### src/rtl/vga_pkg.sv
// Shared video-RAM types: default bus widths and the queued write record.
package vga_pkg;

    localparam int VRAM_ADDR_W = 17;
    localparam int VRAM_DATA_W = 8;

    typedef struct packed {
        logic [VRAM_ADDR_W-1:0] addr;
        logic [VRAM_DATA_W-1:0] data;
    } wr_entry_t;

endpackage

### src/rtl/vram_wr_fifo.sv
// Write queue for the video-RAM arbiter: synchronous FIFO of wr_entry_t records.
module vram_wr_fifo
    import vga_pkg::*;
#(
    parameter int FIFO_DEPTH = 4,
    localparam int LVL_W = $clog2(FIFO_DEPTH) + 1,
    localparam int PTR_W = $clog2(FIFO_DEPTH)
) (
    input  logic             clk,
    input  logic             reset,
    input  logic             push,
    input  wr_entry_t        push_entry,
    input  logic             pop,
    output wr_entry_t        head,
    output logic [LVL_W-1:0] level,
    output logic             full,
    output logic             empty
);

    wr_entry_t        slots [FIFO_DEPTH];
    logic [PTR_W-1:0] wptr;
    logic [PTR_W-1:0] rptr;
    logic             push_ok;
    logic             pop_ok;

    assign full    = (level == LVL_W'(FIFO_DEPTH));
    assign empty   = (level == '0);
    assign push_ok = push && !full;
    assign pop_ok  = pop && !empty;
    assign head    = slots[rptr];

    // Pointers wrap naturally because the depth is a power of two.
    always_ff @(posedge clk or negedge reset) begin
        if (!reset) begin
            wptr  <= '0;
            rptr  <= '0;
            level <= '0;
        end else begin
            if (push_ok) wptr <= wptr + PTR_W'(1);
            if (pop_ok)  rptr <= rptr + PTR_W'(1);
            level <= level + LVL_W'(push_ok) - LVL_W'(pop_ok);
        end
    end

    always_ff @(posedge clk) begin
        if (push_ok) slots[wptr] <= push_entry;
    end

endmodule

### src/rtl/vram_arbiter.sv
// Single-port video-RAM arbiter: display reads always win, queued drawing
// writes fill the cycles without a display read.
module vram_arbiter
    import vga_pkg::*;
#(
    parameter int ADDR_W     = VRAM_ADDR_W,
    parameter int DATA_W     = VRAM_DATA_W,
    parameter int FIFO_DEPTH = 4,
    localparam int LVL_W     = $clog2(FIFO_DEPTH) + 1
) (
    input  logic              clk,
    input  logic              reset,
    input  logic              disp_req,
    input  logic [ADDR_W-1:0] disp_addr,
    output logic [DATA_W-1:0] disp_data,
    output logic              disp_valid,
    input  logic              wr_valid,
    output logic              wr_ready,
    input  logic [ADDR_W-1:0] wr_addr,
    input  logic [DATA_W-1:0] wr_data,
    output logic              mem_en,
    output logic              mem_we,
    output logic [ADDR_W-1:0] mem_addr,
    output logic [DATA_W-1:0] mem_wdata,
    input  logic [DATA_W-1:0] mem_rdata,
    output logic [LVL_W-1:0]  fifo_level,
    output logic              busy
);

    wr_entry_t push_entry;
    wr_entry_t head;
    logic      full;
    logic      empty;
    logic      push;
    logic      pop;
    logic      ready_en;
    logic      vld_p1;
    logic      vld_p2;

    assign push_entry = '{addr: wr_addr, data: wr_data};
    assign push       = wr_valid && wr_ready;
    assign pop        = mem_en && mem_we;

    vram_wr_fifo #(
        .FIFO_DEPTH (FIFO_DEPTH)
    ) u_wr_fifo (
        .clk        (clk),
        .reset      (reset),
        .push       (push),
        .push_entry (push_entry),
        .pop        (pop),
        .head       (head),
        .level      (fifo_level),
        .full       (full),
        .empty      (empty)
    );

    // Ready depends only on registered state, so it cannot see this cycle's pop.
    always_ff @(posedge clk or negedge reset) begin
        if (!reset) ready_en <= 1'b0;
        else        ready_en <= 1'b1;
    end

    assign wr_ready = ready_en && !full;
    assign busy     = (fifo_level != '0);

    always_comb begin
        mem_en    = 1'b0;
        mem_we    = 1'b0;
        mem_addr  = '0;
        mem_wdata = '0;
        if (reset && disp_req) begin
            mem_en   = 1'b1;
            mem_addr = disp_addr;
        end else if (reset && !empty) begin
            mem_en    = 1'b1;
            mem_we    = 1'b1;
            mem_addr  = head.addr;
            mem_wdata = head.data;
        end
    end

    // Stage p1: RAM is returning data for last cycle's read.
    // Stage p2: captured read data presented to scanout.
    always_ff @(posedge clk or negedge reset) begin
        if (!reset) begin
            vld_p1    <= 1'b0;
            vld_p2    <= 1'b0;
            disp_data <= '0;
        end else begin
            vld_p1 <= disp_req;
            vld_p2 <= vld_p1;
            if (vld_p1) disp_data <= mem_rdata;
        end
    end

    assign disp_valid = vld_p2;

endmodule

### config.mk
export PLATFORM = sky130hd
export DESIGN_NAME = vram_arbiter
export DESIGN_NICKNAME = d
export VERILOG_FILES = /design/src/rtl/vga_pkg.sv /design/src/rtl/vram_wr_fifo.sv /design/src/rtl/vram_arbiter.sv
export SDC_FILE = /design/constraint.sdc
export NUM_CORES = 1
export LEC_CHECK = 0
export BUFFER_PORTS_ARGS = -buffer_cell sky130_fd_sc_hd__buf_2
export CAP_MARGIN = 5
export CORE_MARGIN = 4
export CORE_UTILIZATION = 55
export DETAILED_ROUTE_END_ITERATION = 10
export PLACE_DENSITY_LB_ADDON = 0.12
export SLEW_MARGIN = 30
export SYNTH_ARGS = -nofsm -noshare
export SYNTH_HDL_FRONTEND = slang
export SYNTH_SLANG_ARGS = --single-unit
### constraint.sdc
create_clock -name clk -period 3.7 [get_ports clk]
set_clock_uncertainty 0.2 [all_clocks]
set_input_delay 0 -clock clk [delete_from_list [all_inputs] [get_ports clk]]
set_output_delay 0 -clock clk [all_outputs]
set_load 0.005 [all_outputs]
# ---- Yosys cells after proc, flatten, opt, wreduce, memory -nomap -nowiden
# Memory sizes are Yosys's and may differ from the RTL's.
# Cells that the tools add are included.
dict set report totals {
  ram_bits 100
  word_cells 33
  memories 1
  output_inout_bits 41
  ff_bits 18
}
dict set report classes {
  n_reduce_logical 11
  muxes 9
  n_addsub 4
  eq_ne 1
}
# memory depth width rd rd_clocked_by_memory_dff write_ports line_no
set mem_list {}
lappend mem_list {u_wr_fifo.slots 4 25 1 0 1 vram_wr_fifo.sv:20} ;# wr_entry_t slots [FIFO_DEPTH];
# cell n
set ops {}
lappend ops {{$mux 17} 2}
lappend ops {{$mux 8} 2}
lappend ops {{$logic_and 1x1->1} 7}
lappend ops {{$mux 1} 5}
lappend ops {{$add 2x1->2 const B} 2}
lappend ops {{$add 3x1->3} 1}
lappend ops {{$eq 3x3->1 const B} 1}
lappend ops {{$logic_not 3->1} 1}
lappend ops {{$reduce_bool 3->1} 1}
lappend ops {{$sub 3x1->3} 1}
lappend ops {{$logic_not 1->1} 2}

# ---- Depth between registers and ports, before layout
dict set report depth {
  ltp_word 8
  depth_mapped 10
}

# ---- Modules after synthesis
# Synthesis repeated with hierarchy kept, for this count alone.
dict set report hier_totals {
  hier_cells 265
  hier_area_um2 4937.2
}
# module area_per_inst_um2 seq_area_each_um2 cells_each instances
set modules_own_cells {}
lappend modules_own_cells {vram_wr_fifo 4127.7 3178.0 172 1}
lappend modules_own_cells {vram_arbiter 809.5 275.3 93 1}

# ---- Worst setup path before layout
# OpenSTA, ideal clock, no wires.
dict set report synth_path {
  kind {reg-to-reg}
  start {reg u_wr_fifo.level[1]}
  end {reg u_wr_fifo.level[2]}
  setup_ns 0.132
  path_stages_with_launch 11
  required_time_ns 3.368
  path_slack_ns 1.205
  t_arrival_ns 2.163
  path_cell_list {dfrtp_1 > o31ai_4 > nor2_2 > buf_2 > ha_1 > inv_1 > ha_1 > inv_1 > fa_1 > xnor2_1 > xnor2_1}
}
dict set report synth_via {
  elab_chain_len 8
  elab_cells_between_ends 15
}
# item line_no
set synth_lines {}
lappend synth_lines {{start: declaration} vram_wr_fifo.sv:15} ;# output logic [LVL_W-1:0] level,
lappend synth_lines {{start signal: assignment} vram_wr_fifo.sv:41} ;# level <= level + LVL_W'(push_ok) - LVL_W'(pop_ok);
lappend synth_lines {{$logic_not 3->1 *} vram_wr_fifo.sv:27} ;# assign empty = (level == '0);
lappend synth_lines {{$logic_not 1->1 *} {vram_wr_fifo.sv:29, vram_arbiter.sv:75}}
lappend synth_lines {{$logic_and 1x1->1} vram_arbiter.sv:75} ;# end else if (reset && !empty) begin
lappend synth_lines {{$mux 1} vram_arbiter.sv:75}
lappend synth_lines {{$mux 1} vram_arbiter.sv:72} ;# if (reset && disp_req) begin
lappend synth_lines {{$logic_and 1x1->1} vram_arbiter.sv:42} ;# assign pop = mem_en && mem_we;
lappend synth_lines {{$logic_and 1x1->1 *} vram_wr_fifo.sv:29} ;# assign pop_ok = pop && !empty;
lappend synth_lines {{net u_wr_fifo.pop_ok} vram_wr_fifo.sv:24} ;# logic pop_ok;
lappend synth_lines {{$sub 3x1->3 *} vram_wr_fifo.sv:41}
# Mark *: on every way through the listed nets, which the timed path passes. The rest lies on a longest branch.
# A chain may end at the register's enable or synchronous reset.

# ---- Worst setup path in the final report
dict set report layout_path {
  start {reg u_wr_fifo.rptr[0]}
  end {out mem_addr[15]}
}
dict set report layout_via {
  elab_chain_len 3
}
# item line_no
set layout_lines {}
lappend layout_lines {{start: declaration} vram_wr_fifo.sv:22} ;# logic [PTR_W-1:0] rptr;
lappend layout_lines {{start signal: assignment} vram_wr_fifo.sv:40} ;# if (pop_ok) rptr <= rptr + PTR_W'(1);
lappend layout_lines {{$mem_v2 4x25} --}
lappend layout_lines {{$mux 17} vram_arbiter.sv:75}
lappend layout_lines {{$mux 17} vram_arbiter.sv:72}
lappend layout_lines {{end: declaration} vram_arbiter.sv:23} ;# output logic [ADDR_W-1:0] mem_addr,
# Every way passes these cells.

==> flow_results.xml <==
<?xml version="1.0" encoding="UTF-8"?>
<metrics>
  <group name="status">
    <metric name="outcome" unit="">complete, no violations</metric>
  </group>
  <group name="yosys">
    <metric name="synthCells" unit="">222</metric>
    <metric name="ys_top_cells_by_count" unit="">edfxtp_1 (100), dfrtp_1 (18), mux4_2 (18)</metric>
    <metric name="mean_instance_size_in_the_synthesized_netlist" unit="sq um">21.2</metric>
    <metric name="synth_async_sr_flop_share" unit="%">15.3</metric>
    <metric name="postSynthNetCount" unit="">283</metric>
    <metric name="netlist_top_cells_area" unit="">edfxtp_1 (64%), dfrtp_1 (9.6%), mux4_2 (8.6%), mux4_1 (3.9%), a22o_1 (3.2%)</metric>
    <metric name="number_of_storage_elements_in_the_synthesis_netlist" unit="">118</metric>
    <metric name="synth_area_leader_cell" unit="">edfxtp_1</metric>
    <metric name="synth-edff-count" unit="">100</metric>
    <metric name="post_synth_instance_area" unit="sq um">4700</metric>
    <metric name="synth-main-ff-cell" unit="">edfxtp_1</metric>
    <metric name="synthDominantCellAreaShare" unit="%">63.9</metric>
    <metric name="synth_seq_area_share" unit="%">73.5</metric>
    <metric name="most_common_cell_in_the_synthesized_netlist" unit="">edfxtp_1</metric>
    <metric name="netlist-cell-type-count" unit="">25</metric>
    <metric name="warnings_synthesis" unit="">0</metric>
  </group>
  <group name="clock_network">
    <metric name="numClockSinks" unit="">118</metric>
    <metric name="clockRootBuffer" unit="">clkbuf_8</metric>
    <metric name="post_cts_sizing_count" unit="">0</metric>
    <metric name="cts_inserted_buffers" unit="">17</metric>
    <metric name="cts_htree_levels" unit="">4</metric>
    <metric name="cts.clk_slew.worst_paths" unit="ps">60</metric>
    <metric name="maximum_number_of_buffers_from_clock_root_to_sink" unit="">2</metric>
    <metric name="tritoncts" unit="">yes</metric>
    <metric name="clk-insertion-delay-late" unit="ps">500</metric>
  </group>
  <group name="worst_hold_path">
    <metric name="hold-path-endpoint" unit="">u_wr_fifo.slots[2][16]$_DFFE_PP_</metric>
    <metric name="hp-class" unit="">in2reg</metric>
    <metric name="worstHoldStart" unit="">wr_addr[8]</metric>
    <metric name="hold-path-cell-count" unit="">2</metric>
  </group>
  <group name="global_route">
    <metric name="busiest_layer" unit="">met2</metric>
    <metric name="grt_antenna_before_repair" unit="">0</metric>
    <metric name="grt-ovfl-total" unit="">0</metric>
    <metric name="global_route_met1_utilization" unit="%">25.5</metric>
    <metric name="grt.met3_usage" unit="%">5.21</metric>
    <metric name="grt.met2_usage" unit="%">32.7</metric>
    <metric name="globalRouteTotalUtil" unit="%">19.6</metric>
    <metric name="grt_max_degree" unit="">28</metric>
    <metric name="first_pass_grt_wire_length" unit="um">14600</metric>
    <metric name="grt_pass1_vias" unit="">2786</metric>
  </group>
  <group name="pwr">
    <metric name="switching_share" unit="%">25.1</metric>
    <metric name="share_comb_of_total_power" unit="%">18.6</metric>
    <metric name="net-switching-power" unit="uW">1090</metric>
    <metric name="pwr_density_cell" unit="nW/um^2">696</metric>
    <metric name="ir_worst_vdd" unit="V">0.000411</metric>
    <metric name="cell_internal_power_dissipation" unit="uW">3270</metric>
    <metric name="power.share.sequential" unit="%">41.5</metric>
    <metric name="power_leakage" unit="uW">0.00246</metric>
    <metric name="clockPowerShare" unit="%">39.9</metric>
  </group>
  <group name="sta">
    <metric name="timing.final.hold_violations" unit="">0</metric>
    <metric name="slew_violations" unit="">0</metric>
    <metric name="tightestPinTransition" unit="ps">884</metric>
    <metric name="timing.final.ws_setup" unit="ps">1030</metric>
    <metric name="hold-worst-slack" unit="ps">43.4</metric>
    <metric name="rsz_0062_raised_after_global_routing" unit="">no</metric>
    <metric name="max-slew-margin-rel" unit="%">41.1</metric>
    <metric name="finalCritPeriodShare" unit="%">72.0</metric>
    <metric name="setup_violations" unit="">0</metric>
    <metric name="timing.setup.tns" unit="ps">0</metric>
    <metric name="final.min_clock_period" unit="ps">2670</metric>
    <metric name="clock.fmax" unit="MHz">375</metric>
  </group>
  <group name="layout">
    <metric name="antenna-diode-count" unit="">0</metric>
    <metric name="layout-area-overhead-vs-synth" unit="%">33.6</metric>
    <metric name="final.fill_count" unit="">469</metric>
    <metric name="finish.instance_area" unit="sq um">6270</metric>
    <metric name="multi_input_area" unit="sq um">1130</metric>
    <metric name="sequential_cell_area" unit="sq um">3450</metric>
    <metric name="post_route_cells_drive_above_1_share" unit="%">42.4</metric>
    <metric name="final_nets" unit="">428</metric>
  </group>
  <group name="critical_path">
    <metric name="destination_of_the_worst_register_to_register_timing_path" unit="">u_wr_fifo.level[2]$_DFF_PN0_</metric>
    <metric name="timing.reg2reg.worst_path_depth" unit="">10</metric>
    <metric name="timing_worst_setup_path_type" unit="">reg2out</metric>
    <metric name="ordered_list_of_cells_on_the_worst_path" unit="">mux4_1 -&gt; a22o_1 -&gt; buf_2</metric>
    <metric name="critical_path.top_delay_family" unit="">flip-flops</metric>
    <metric name="cp_data_arrival_time" unit="ps">2470</metric>
    <metric name="crit_path_start_kind" unit="">flip-flop</metric>
    <metric name="buffers_inverters_on_critical_path" unit="">1</metric>
    <metric name="worst_flop_to_flop_path_startpoint" unit="">u_wr_fifo.level[1]$_DFF_PN0_</metric>
    <metric name="critical-path-slowest-cell" unit="">dfrtp_2</metric>
    <metric name="r2r_slack" unit="ps">1090</metric>
    <metric name="worst_path_largest_cell_delay" unit="ps">940</metric>
    <metric name="cp-end-kind" unit="">output pin</metric>
    <metric name="critical_path_peak_fanout" unit="">27</metric>
    <metric name="critical_path_required" unit="ps">3500</metric>
  </group>
  <group name="drt">
    <metric name="drt-total-wl" unit="um">9080</metric>
    <metric name="vias" unit="">2601</metric>
    <metric name="route.detailed.vias_per_inst" unit="">5.36</metric>
    <metric name="drt_first_pass_iters" unit="">4</metric>
    <metric name="detail_route.wl_per_cell" unit="um">18.7</metric>
    <metric name="ant_nets" unit="">0</metric>
    <metric name="detailedRoute.firstIterationViolations" unit="">95</metric>
    <metric name="remaining_drc_errors" unit="">0</metric>
  </group>
  <group name="job">
    <metric name="drv.max_cap_violation_count" unit="">0</metric>
  </group>
  <group name="die">
    <metric name="top_level_pins" unit="">95</metric>
    <metric name="rows" unit="">33</metric>
    <metric name="placeableCoreArea" unit="sq um">8260</metric>
    <metric name="die_x" unit="um">100</metric>
    <metric name="chipHeight" unit="um">100</metric>
    <metric name="start_util" unit="%">56.9</metric>
    <metric name="dieArea" unit="sq um">10100</metric>
  </group>
  <group name="place">
    <metric name="detailed_place.area" unit="sq um">5260</metric>
    <metric name="number_of_buffer_cells_added_on_primary_ports" unit="">94</metric>
    <metric name="placement.setup.worst_slack" unit="ps">1090</metric>
    <metric name="gpl.final_weighted_congestion" unit="">0.720</metric>
    <metric name="detailed_place_hpwl" unit="um">5360</metric>
  </group>
</metrics>
-- layer usage --
metal | up-vias | wire length (um)
met4 | 0 | 78
met5 | - | 0
met3 | 9 | 623
met1 | 1293 | 3740
met2 | 103 | 4640
li1 | 1196 | -
-- cells by family after synthesis --
logic type / share of synthesized area [%]
multiplexers: 14.7
AO/OA/AOI/OAI: 4.02
flip-flops: 73.5
other: 0.0799
adder cells (fa/ha/maj): 2.03
AND/OR/NAND/NOR: 2.40
XOR/XNOR: 0.933
buffers and inverters: 2.29
-- how the worst max path moves through the flow --
stage / cells after the start / end / start / slack [ps]
final: 3 / mem_addr[15] / u_wr_fifo.rptr[0]$_DFFE_PN0P_ / 1030
after global routing: 3 / mem_addr[15] / u_wr_fifo.rptr[0]$_DFFE_PN0P_ / 860
after CTS: 3 / mem_addr[15] / u_wr_fifo.rptr[0]$_DFFE_PN0P_ / 940
after detailed placement: 10 / u_wr_fifo.level[2]$_DFF_PN0_ / u_wr_fifo.level[1]$_DFF_PN0_ / 1090
after global placement: 10 / u_wr_fifo.level[2]$_DFF_PN0_ / u_wr_fifo.level[1]$_DFF_PN0_ / 1140
after floorplan: 10 / u_wr_fifo.level[2]$_DFF_PN0_ / u_wr_fifo.level[1]$_DFF_PN0_ / 1210
-- flip-flops by register name, indices dropped and copies added (netlist names) --
name,cells
ready_en,1
u_wr_fifo.wptr,2
u_wr_fifo.rptr,2
disp_valid,1
disp_data,8
u_wr_fifo.slots,100
vld_p1,1
u_wr_fifo.level,3
-- through the flow --
step	util (%)	instances	total power, uW
after floorplan	-	222	2390
after CTS	76.0	485	4410
after global placement	63.7	416	2620
after detailed placement	63.7	416	2640
after global routing	76.0	485	4570
final	76.0	485	4370
-- power by group through the flow --
| stage | clock [uW] | sequential (uW) | combinational (uW) |
|---|---|---|---|
| global placement | 0 | 1840 | 781 |
| detailed placement | 0 | 1850 | 790 |
| CTS | 1760 | 1820 | 826 |
| global route | 1830 | 1850 | 892 |
| floorplan | 0 | 1710 | 675 |
| finish | 1740 | 1810 | 812 |
-- cell type report --
cell class                      instances  area share, %
Multi-Input combinational cell         86           18.1
Tap cell                              105           2.09
Clock buffer                           17           6.60
Inverter                                7          0.419
Clock inverter                         15           3.63
Sequential cell                       118           55.1
Timing Repair Buffer                  137           14.1
-- cell usage in the layout (no fill, tap or decap), drive strengths merged, types with 2 or more instances in the layout --
cell and instances:
buf 100, dfrtp 18, xor2 2, clkinv 8, and2 13, nand2 2
nor2 2, inv 8, mux2 9, xnor2 3, dlygate4sd3 37, ha 6
edfxtp 100, clkbuf 17, a22o 17, mux4 25, bufinv 5
-- what timing repair did --
| action | CTS | global route |
|---|---|---|
| buffers inserted | 0 | 0 |
| hold endpoints to repair | 132 | 0 |
| hold buffers | 37 | 0 |
Power figures use the tool's default switching activity.
